## config.mk

```make
export PLATFORM = sky130hd
export DESIGN_NAME = sccb_master
export DESIGN_NICKNAME = d
export VERILOG_FILES = /design/src/rtl/sccb_master.sv
export SDC_FILE = /design/constraint.sdc
export NUM_CORES = 1
export LEC_CHECK = 0
export CAP_MARGIN = 10
export CORE_UTILIZATION = 61
export DETAILED_ROUTE_END_ITERATION = 10
export PLACE_DENSITY = 0.8
export SLEW_MARGIN = 15
export SYNTH_ARGS = -nofsm -noshare
export SYNTH_HDL_FRONTEND = slang
export SYNTH_SLANG_ARGS = --single-unit
```

## constraint.sdc

```tcl
create_clock -name clk -period 7.05 [get_ports clk]
set_clock_uncertainty 0.05 [all_clocks]
set_input_delay 1.0575 -clock clk [delete_from_list [all_inputs] [get_ports clk]]
set_output_delay 1.0575 -clock clk [all_outputs]
set_load 0.03 [all_outputs]
```

## src/rtl/sccb_master.sv

```systemverilog
// sccb_master: OCP-style register slave that runs a camera SCCB (I2C-like) master.
// The host programs DEV_ID/REG_ADDR/WDATA, then kicks a 3-phase write or a
// 2+2-phase read through CTRL; STATUS and RDATA report the outcome.
// Optional feature macro: SCCB_ACK_CHECK_EN -- when defined, a high ACK bit
// aborts the transfer (straight to STOP) and sets the sticky nack flag.

module sccb_master #(
  parameter int unsigned CLK_DIV = 120  // clk cycles per quarter SCCB bit, 2..255
) (
  input  logic       clk,
  input  logic       reset,
  input  logic [2:0] sccb_MCmd,
  input  logic [7:0] sccb_MAddr,
  input  logic [7:0] sccb_MData,
  output logic       sccb_SCmdAccept,
  output logic [7:0] sccb_SData,
  output logic [1:0] sccb_SResp,
  output logic       sio_c,
  output logic       siod_o,
  output logic       siod_oe,
  input  logic       siod_i,
  output logic       busy
);

  localparam logic [2:0] CmdIdle  = 3'b000;
  localparam logic [2:0] CmdWrite = 3'b001;
  localparam logic [2:0] CmdRead  = 3'b010;

  localparam logic [1:0] RespNull = 2'b00;
  localparam logic [1:0] RespDva  = 2'b01;
  localparam logic [1:0] RespErr  = 2'b11;

  localparam logic [7:0] AddrDevId  = 8'h00;
  localparam logic [7:0] AddrReg    = 8'h01;
  localparam logic [7:0] AddrWdata  = 8'h02;
  localparam logic [7:0] AddrCtrl   = 8'h03;
  localparam logic [7:0] AddrStatus = 8'h04;
  localparam logic [7:0] AddrRdata  = 8'h05;

  localparam logic [7:0] DivMax = 8'(CLK_DIV - 1);

  typedef enum logic [2:0] {
    StIdle,
    StStart,
    StTxByte,
    StTxAck,
    StRxByte,
    StTxNa,
    StStop,
    StGap
  } state_e;

  // Bus side
  logic       cmd_ok, addr_ok;
  logic       wr_en, rd_en, status_rd;
  logic       start_req, start_read;
  logic [7:0] rd_val;

  logic [1:0] resp_q;
  logic [7:0] sdata_q;
  logic [7:0] dev_id_q, reg_addr_q, wdata_q, rdata_q;
  logic       done_q, nack_q;

  // Transfer engine
  state_e     state_q, state_d;
  logic [1:0] phase_q, phase_d;     // quarter of the current SCCB bit
  logic [2:0] bit_q, bit_d;         // bit index within the byte, MSB first
  logic [1:0] byte_q, byte_d;       // byte index within the current phase group
  logic       rd_op_q, rd_op_d;     // transaction is a read
  logic       restart_q, restart_d; // second (post repeated-start) half of a read
  logic       abort_q, abort_d;     // NACK seen, finish with STOP then idle
  logic [7:0] cnt_q, cnt_d;
  logic [6:0] lat_id_q, lat_id_d;   // device ID without the R/W bit
  logic [7:0] lat_reg_q, lat_reg_d;
  logic [7:0] lat_wdata_q, lat_wdata_d;
  logic [7:0] rx_q, rx_d;
`ifdef SCCB_ACK_CHECK_EN
  logic       ack_q, ack_d;
`endif

  logic       tick;
  logic       ack_bad;
  logic       fsm_done, fsm_nack, rdata_load;
  logic [7:0] tx_byte;
  logic [1:0] last_byte;

  assign sccb_SResp = resp_q;
  assign sccb_SData = sdata_q;
  assign busy       = (state_q != StIdle);

  // Command decode; a pending response cycle blocks acceptance.
  always_comb begin
    sccb_SCmdAccept = !reset && (sccb_MCmd != CmdIdle) && (resp_q == RespNull);
    addr_ok    = (sccb_MAddr <= AddrRdata);
    cmd_ok     = (sccb_MCmd == CmdWrite) || (sccb_MCmd == CmdRead);
    wr_en      = sccb_SCmdAccept && (sccb_MCmd == CmdWrite) && addr_ok;
    rd_en      = sccb_SCmdAccept && (sccb_MCmd == CmdRead) && addr_ok;
    status_rd  = rd_en && (sccb_MAddr == AddrStatus);
    start_req  = wr_en && (sccb_MAddr == AddrCtrl) && !busy && (sccb_MData[1:0] != 2'b00);
    // Write wins when both start bits are set.
    start_read = !sccb_MData[0];
    rd_val     = 8'h00;
    case (sccb_MAddr)
      AddrDevId:  rd_val = dev_id_q;
      AddrReg:    rd_val = reg_addr_q;
      AddrWdata:  rd_val = wdata_q;
      AddrStatus: rd_val = {5'b0, done_q, nack_q, busy};
      AddrRdata:  rd_val = rdata_q;
      default:    rd_val = 8'h00;
    endcase
  end

  // Register file, sticky status flags and the one-cycle response.
  always_ff @(posedge clk) begin
    if (reset) begin
      resp_q     <= RespNull;
      sdata_q    <= 8'h00;
      dev_id_q   <= 8'h00;
      reg_addr_q <= 8'h00;
      wdata_q    <= 8'h00;
      rdata_q    <= 8'h00;
      done_q     <= 1'b0;
      nack_q     <= 1'b0;
    end else begin
      resp_q  <= RespNull;
      sdata_q <= 8'h00;
      if (sccb_SCmdAccept) begin
        if (cmd_ok && addr_ok) begin
          resp_q <= RespDva;
          if (rd_en) sdata_q <= rd_val;
        end else begin
          resp_q <= RespErr;
        end
      end
      if (wr_en) begin
        case (sccb_MAddr)
          AddrDevId: dev_id_q   <= sccb_MData;
          AddrReg:   reg_addr_q <= sccb_MData;
          AddrWdata: wdata_q    <= sccb_MData;
          default: ;
        endcase
      end
      if (start_req || status_rd) begin
        done_q <= 1'b0;
        nack_q <= 1'b0;
      end
      // Engine events take priority so a completion is never lost to a read.
      if (fsm_done)   done_q  <= 1'b1;
      if (fsm_nack)   nack_q  <= 1'b1;
      if (rdata_load) rdata_q <= rx_q;
    end
  end

  // Transfer engine state register.
  always_ff @(posedge clk) begin
    if (reset) begin
      state_q     <= StIdle;
      phase_q     <= 2'd0;
      bit_q       <= 3'd0;
      byte_q      <= 2'd0;
      rd_op_q     <= 1'b0;
      restart_q   <= 1'b0;
      abort_q     <= 1'b0;
      cnt_q       <= 8'h00;
      lat_id_q    <= 7'h00;
      lat_reg_q   <= 8'h00;
      lat_wdata_q <= 8'h00;
      rx_q        <= 8'h00;
`ifdef SCCB_ACK_CHECK_EN
      ack_q       <= 1'b0;
`endif
    end else begin
      state_q     <= state_d;
      phase_q     <= phase_d;
      bit_q       <= bit_d;
      byte_q      <= byte_d;
      rd_op_q     <= rd_op_d;
      restart_q   <= restart_d;
      abort_q     <= abort_d;
      cnt_q       <= cnt_d;
      lat_id_q    <= lat_id_d;
      lat_reg_q   <= lat_reg_d;
      lat_wdata_q <= lat_wdata_d;
      rx_q        <= rx_d;
`ifdef SCCB_ACK_CHECK_EN
      ack_q       <= ack_d;
`endif
    end
  end

  // Transfer engine next state: every state advances only on a quarter-bit tick.
  always_comb begin
    state_d     = state_q;
    phase_d     = phase_q;
    bit_d       = bit_q;
    byte_d      = byte_q;
    rd_op_d     = rd_op_q;
    restart_d   = restart_q;
    abort_d     = abort_q;
    lat_id_d    = lat_id_q;
    lat_reg_d   = lat_reg_q;
    lat_wdata_d = lat_wdata_q;
    rx_d        = rx_q;
    fsm_done    = 1'b0;
    fsm_nack    = 1'b0;
    rdata_load  = 1'b0;
`ifdef SCCB_ACK_CHECK_EN
    ack_d       = ack_q;
    ack_bad     = ack_q;
`else
    ack_bad     = 1'b0;
`endif

    tick  = (state_q != StIdle) && (cnt_q == DivMax);
    cnt_d = (state_q == StIdle || tick) ? 8'h00 : cnt_q + 8'd1;
    if (tick) phase_d = phase_q + 2'd1;

    // Reads send ID and REG_ADDR before the restart; writes add WDATA.
    last_byte = rd_op_q ? 2'd1 : 2'd2;

    case (state_q)
      StIdle: begin
        if (start_req) begin
          state_d     = StStart;
          phase_d     = 2'd0;
          bit_d       = 3'd0;
          byte_d      = 2'd0;
          rd_op_d     = start_read;
          restart_d   = 1'b0;
          abort_d     = 1'b0;
          lat_id_d    = dev_id_q[7:1];
          lat_reg_d   = reg_addr_q;
          lat_wdata_d = wdata_q;
        end
      end
      StStart: begin
        if (tick && phase_q == 2'd1) begin
          state_d = StTxByte;
          phase_d = 2'd0;
          bit_d   = 3'd0;
        end
      end
      StTxByte: begin
        if (tick && phase_q == 2'd3) begin
          if (bit_q == 3'd7) begin
            state_d = StTxAck;
            bit_d   = 3'd0;
          end else begin
            bit_d = bit_q + 3'd1;
          end
        end
      end
      StTxAck: begin
`ifdef SCCB_ACK_CHECK_EN
        if (tick && phase_q == 2'd2) ack_d = siod_i;
`endif
        if (tick && phase_q == 2'd3) begin
          if (ack_bad) begin
            state_d  = StStop;
            abort_d  = 1'b1;
            fsm_nack = 1'b1;
          end else if (restart_q) begin
            state_d = StRxByte;
          end else if (byte_q == last_byte) begin
            state_d = StStop;
          end else begin
            state_d = StTxByte;
            byte_d  = byte_q + 2'd1;
          end
        end
      end
      StRxByte: begin
        if (tick && phase_q == 2'd2) rx_d = {rx_q[6:0], siod_i};
        if (tick && phase_q == 2'd3) begin
          if (bit_q == 3'd7) begin
            state_d    = StTxNa;
            bit_d      = 3'd0;
            rdata_load = 1'b1;
          end else begin
            bit_d = bit_q + 3'd1;
          end
        end
      end
      StTxNa: begin
        if (tick && phase_q == 2'd3) state_d = StStop;
      end
      StStop: begin
        if (tick && phase_q == 2'd1) begin
          phase_d = 2'd0;
          if (rd_op_q && !restart_q && !abort_q) begin
            state_d   = StGap;
            restart_d = 1'b1;
            byte_d    = 2'd0;
          end else begin
            state_d  = StIdle;
            fsm_done = 1'b1;
          end
        end
      end
      StGap: begin
        if (tick && phase_q == 2'd3) begin
          state_d = StStart;
          phase_d = 2'd0;
        end
      end
      default: state_d = StIdle;
    endcase
  end

  // Pin decode: sio_c is low in q0/q1 and high in q2/q3 of every data bit.
  always_comb begin
    if (restart_q) begin
      tx_byte = {lat_id_q, 1'b1};
    end else begin
      case (byte_q)
        2'd0:    tx_byte = {lat_id_q, 1'b0};
        2'd1:    tx_byte = lat_reg_q;
        default: tx_byte = lat_wdata_q;
      endcase
    end
    sio_c   = 1'b1;
    siod_o  = 1'b1;
    siod_oe = 1'b1;
    case (state_q)
      StStart: begin
        siod_o = 1'b0;
      end
      StTxByte: begin
        sio_c  = phase_q[1];
        siod_o = tx_byte[3'd7 - bit_q];
      end
      StTxAck, StRxByte: begin
        sio_c   = phase_q[1];
        siod_oe = 1'b0;
      end
      StTxNa: begin
        sio_c = phase_q[1];
      end
      StStop: begin
        // Pull data low under a low clock, raise the clock, then data rises on exit.
        sio_c  = (phase_q == 2'd1);
        siod_o = 1'b0;
      end
      default: ;
    endcase
  end

endmodule
```

* Word-level counts from Yosys, hierarchy flattened
Index checks and enable logic that the tools add are counted.
** Cells by class
- Add/subtract/negate cells :: 5
- Order comparisons :: 2
- Eq/ne operators :: 35
- Mux-type cells :: 53
- Bitwise gates (word level) :: 3
- Reductions and logical operators :: 50
** Operators with widths (number)
- $mux W3 :: 17
- $pmux W8 S5 :: 1
- $ne A2 B2 Y1 const B :: 13
- $mux W2 :: 12
- $pmux W3 S8 :: 1
- $eq A8 B2 Y1 const B :: 2
- $eq A8 B3 Y1 const B :: 2
- $logic_and A1 B1 Y1 :: 16
- $pmux W8 S2 :: 1
- $eq A3 B3 Y1 const B :: 5
- $mux W1 :: 13
- $pmux W2 S3 :: 2
- $reduce_bool A3 Y1 :: 4
- $reduce_and A10 Y1 :: 1
- $reduce_and A2 Y1 :: 5
- $reduce_or A2 Y1 :: 5
- $eq A3 B2 Y1 const B :: 3
- $pmux W3 S3 :: 1
- $add A8 B1 Y8 const B :: 1
- $eq A8 B1 Y1 const B :: 1
- $eq A8 B7 Y1 const B :: 1
- $le A8 B3 Y1 const B :: 1
- $logic_not A8 Y1 :: 1
- $mux W8 :: 1
- 20 further kinds :: 38
** Word-level totals
- Register bits after elaboration :: 94
- Input bits :: 22
- Output and inout port bits :: 15
- Logic and storage cells :: 166

* Logic depth before layout (Yosys ltp)
- Depth after elaboration :: 11
- Mapped depth :: 9

* Worst setup path before layout
Ideal clock, no wire load.
- Kind :: flip-flop to output port
- Start :: reg byte_q[0]
- End :: out siod_o
- Arrival :: 2.478 ns
- Required time :: 5.943 ns
- Setup slack :: 3.464 ns
- Stages on the path, launching flop included :: 8
- Buffers on the path :: 2
- Cells stage by stage :: dfxtp_1 -> ha_1 -> clkbuf_1 -> clkbuf_1 -> a21oi_1 -> mux4_2 -> o211a_1 -> nor3_1
** Between the ends
- Longest elaborated chain between the ends :: 6
- Elaborated cells between the ends (all ways) :: 7
** Ends and longest elaborated chain
- from (decl) :: RTL line 68 : logic [1:0] byte_q, byte_d;
- from (signal assigned) :: RTL line 176 : byte_q <= byte_d;
- $eq A2 B1 Y1 or $logic_not A2 Y1 (tied branches) :: RTL line 315 : case (byte_q)
- $pmux W8 S2 (*) :: RTL line 315
- $mux W8 (*) :: RTL line 312 : if (restart_q) begin
- $bmux W1 S3 (*) :: RTL line 330 : siod_o = tx_byte[3'd7 - bit_q];
- $mux W1 (not written as such) (*) :: RTL line 330
- $pmux W1 S2 (*) :: RTL line 324 : case (state_q)
- to (decl) :: RTL line 19 : output logic siod_o,
Mark *: on every way between the ends. The rest lies on a longest branch, timed or not. The select of a mux whose other input is x is not followed.

* Final worst setup path
Same ends and word-level chain as after synthesis.

==> flow_summary.json <==
{
  "cell_internal_pwr_uw": 746.1,
  "fp.dieW_microns": 87.24,
  "yosysMostFrequentCell": "sky130_fd_sc_hd__dfxtp_1",
  "area_growth_pct": 13.16,
  "finalNetCount": 539,
  "start_util_pct": 64.17,
  "placeable_core_region_sq_um": 6907,
  "grt_pass1_wl_mm": 16.20,
  "critical_path_arrival_ns": 3.16,
  "hp-start": "cnt_q[0]",
  "initial_antenna_violation_count": 0,
  "total_cts_buffers": 9,
  "setup.worst_path.end_class": "output pin",
  "detailed_place_hpwl_mm": 7.099,
  "drive_above_1_share_pct": 6.809,
  "place.port_buffers": 36,
  "synth.yosys.warnings": 0,
  "final_hold_viol_count": 0,
  "dr_total_vias": 3629,
  "power.share.switching_pct": 26.47,
  "timing.critical_path.max_delay_family": "buffers and inverters",
  "routed_wire_length_per_instance_microns": 16.30,
  "timing.critical_path.buf_inv": 2,
  "cp-start-kind": "register",
  "fin_crit_ns": 4.269,
  "cts.path.max_buffers": 2,
  "timing.critical_path.fanout_max": 11,
  "clock_tree.root_cell": "sky130_fd_sc_hd__clkbuf_8",
  "hold_buffers": 0,
  "post-layout-total-power_uw": 1015,
  "mappedNetlistNets": 520,
  "critPathMaxStageDelay_ns": 0.71,
  "finalSetupViolations": 0,
  "share_of_synthesized_area_occupied_by_flip_flops_and_latches_pct": 42.46,
  "finalWeightedCongestion": 0.8943,
  "clock_sinks": 94,
  "power.share.combinational_pct": 9.6,
  "postCtsSetupBuffers": 0,
  "timing.critical_path.from": "byte_q[0]",
  "avgSynthCellArea_sq_um": 9.044,
  "finalCoreUtilization_pct": 72.61,
  "ant_nets": 0,
  "power.net_switching_uw": 268.6,
  "grt_max_degree": 83,
  "post_synth_edffs": 0,
  "postSynthRegisterBits": 94,
  "transition_at_the_pin_with_the_smallest_max_transition_slack_ns": 1.085,
  "post_synth_most_frequent_cells": "94 x sky130_fd_sc_hd__dfxtp_1, 92 x sky130_fd_sc_hd__nor2_1, 58 x sky130_fd_sc_hd__mux2i_1",
  "post_synth_inst_count": 490,
  "yosys.area.top_type_share_pct": 42.46,
  "detailedRoute.firstPassIterationCount": 5,
  "max_freq_ghz": 0.2342,
  "crit_type": "reg -> out",
  "clk_transition_reported_paths_ns": 0.10,
  "num_antenna_cells": 0,
  "finalCritPeriodShare_pct": 60.55,
  "p_leak_uw": 0.001864,
  "critical-path-slowest-cell": "sky130_fd_sc_hd__clkdlybuf4s50_1",
  "detailed_place.area_sq_um": 4797,
  "floorplan.rows": 30,
  "global_route.overflow_total": 0,
  "mappedNetlistArea_sq_um": 4432,
  "ys_types": 60,
  "outcome": "completed",
  "final_hold_slack_ns": 0.4311,
  "grt.total_usage_pct": 28.19,
  "final_sum_of_negative_setup_slack_ns": 0,
  "post_synth_main_area_contributors": "sky130_fd_sc_hd__dfxtp_1 42%, sky130_fd_sc_hd__mux2i_1 13%, sky130_fd_sc_hd__nor2_1 7.8%",
  "timing.rr.start": "state_q[2]",
  "power_share_of_the_sequential_group_pct": 53.3,
  "die_y_microns": 87.24,
  "totalWireLength_mm": 9.941,
  "remaining_drc_errors": 0,
  "viasPerCell": 5.949,
  "hold_path_class": "reg -> reg",
  "synth_top_flop_cell": "sky130_fd_sc_hd__dfxtp_1",
  "cts_tree": "built",
  "rsz0062_at_grt": "false",
  "clk-insertion-delay-late_ns": 0.36,
  "fp.dieArea_sq_um": 7610,
  "io-pin-count": 37,
  "asyncSetResetFlopFracSynth_pct": 0,
  "critical_path_required_ns": 5.94,
  "cts-htree-levels": 3,
  "detailedRoute.firstIterationViolations": 297,
  "worstPathCellList": "inv_1 -> ha_1 -> nor3b_1 -> a21oi_1 -> mux4_2 -> o211a_1 -> nor3_1 -> clkdlybuf4s50_1",
  "post_cts_resize_count": 0,
  "first_global_vias": 3337,
  "pwr_density_cell_nw_per_um2": 202.3,
  "vdd.ir_drop.worst_v": 0.0001700,
  "clkPwrFrac_pct": 37.2,
  "max-slew-margin-rel_pct": 27.37,
  "design_area_sq_um": 5015,
  "cap_viol_max_count": 0,
  "final_max_slew_viol_count": 0,
  "post-synth-top-area-cell": "sky130_fd_sc_hd__dfxtp_1"
}
-- layout make-up --
cell class	count	area (sq um)
Tap cell	96	120.1
Clock inverter	7	85.08
Inverter	10	37.54
Timing Repair Buffer	38	370.4
Clock buffer	9	123.9
Sequential cell	94	1882
Multi-Input combinational cell	356	2396
Fill cell	555	1892
-- layer usage --
metal | share of wire [%] | track usage (%) | vias to the layer above
met2 | 48 | 46.96 | 97
met1 | 46 | 36.46 | 1738
met5 | 0 | 0 | -
met4 | 1.1 | 9.836 | 0
li1 | - | - | 1783
met3 | 4.9 | 5.687 | 11
-- kinds of logic (layout without fill, tap and decap cells) --
group	Yosys count	after routing	synth area share, %
buf+inv	40	64	3.670
flops	94	94	42.46
compound gates	80	80	12.22
simple gates	197	197	22.98
fa+ha+maj	8	8	2.259
mux	62	62	14.62
xor+xnor	9	9	1.779
-- power by group through the flow --
stage                     logic [uW]  registers [uW]  clock network [uW]
after floorplan                 59.0             551                   0
after global placement          94.6             552                   0
after detailed placement        95.5             553                   0
after CTS                       95.8             540                 384
after global routing             104             541                 407
final                           96.9             540                 377
-- flip-flops by register name (all words and copies together), names as in the netlist, 7 cells and up --
| name | flops |
|---|---|
| cnt_q | 8 |
| wdata_q | 8 |
| sccb_SData | 8 |
| rdata_q | 8 |
| dev_id_q | 8 |
| lat_id_q | 7 |
| rx_q | 8 |
| lat_wdata_q | 8 |
| reg_addr_q | 8 |
| lat_reg_q | 8 |
-- worst paths after layout --
kind              slack [ns]        to  depth (start not counted)
setup / recovery        2.78    siod_o                          8
setup reg to reg        4.37  bit_q[0]                          4
hold reg to reg         0.43  cnt_q[0]                          1
hold / removal          0.43  cnt_q[0]                          1
-- cell usage in the layout, fill, tap and decap left out, drive strengths merged, types with 8 or more instances in the layout --
master / count
nor3b: 12
nand3: 19
ha: 8
clkdlybuf4s50: 35
o21ai: 11
clkbuf: 9
nand2b: 10
mux2i: 58
a21oi: 27
nand2: 23
inv: 15
nor3: 10
dfxtp: 94
nor2: 92
-- through the flow --
stage                     cells  setup slack (ns)
after floorplan             490             3.464
after global placement      594             3.087
after detailed placement    594             3.067
after CTS                   610             2.782
after global routing        610             2.607
final                       610             2.781
No activity file was read; power rests on OpenSTA's default activity.
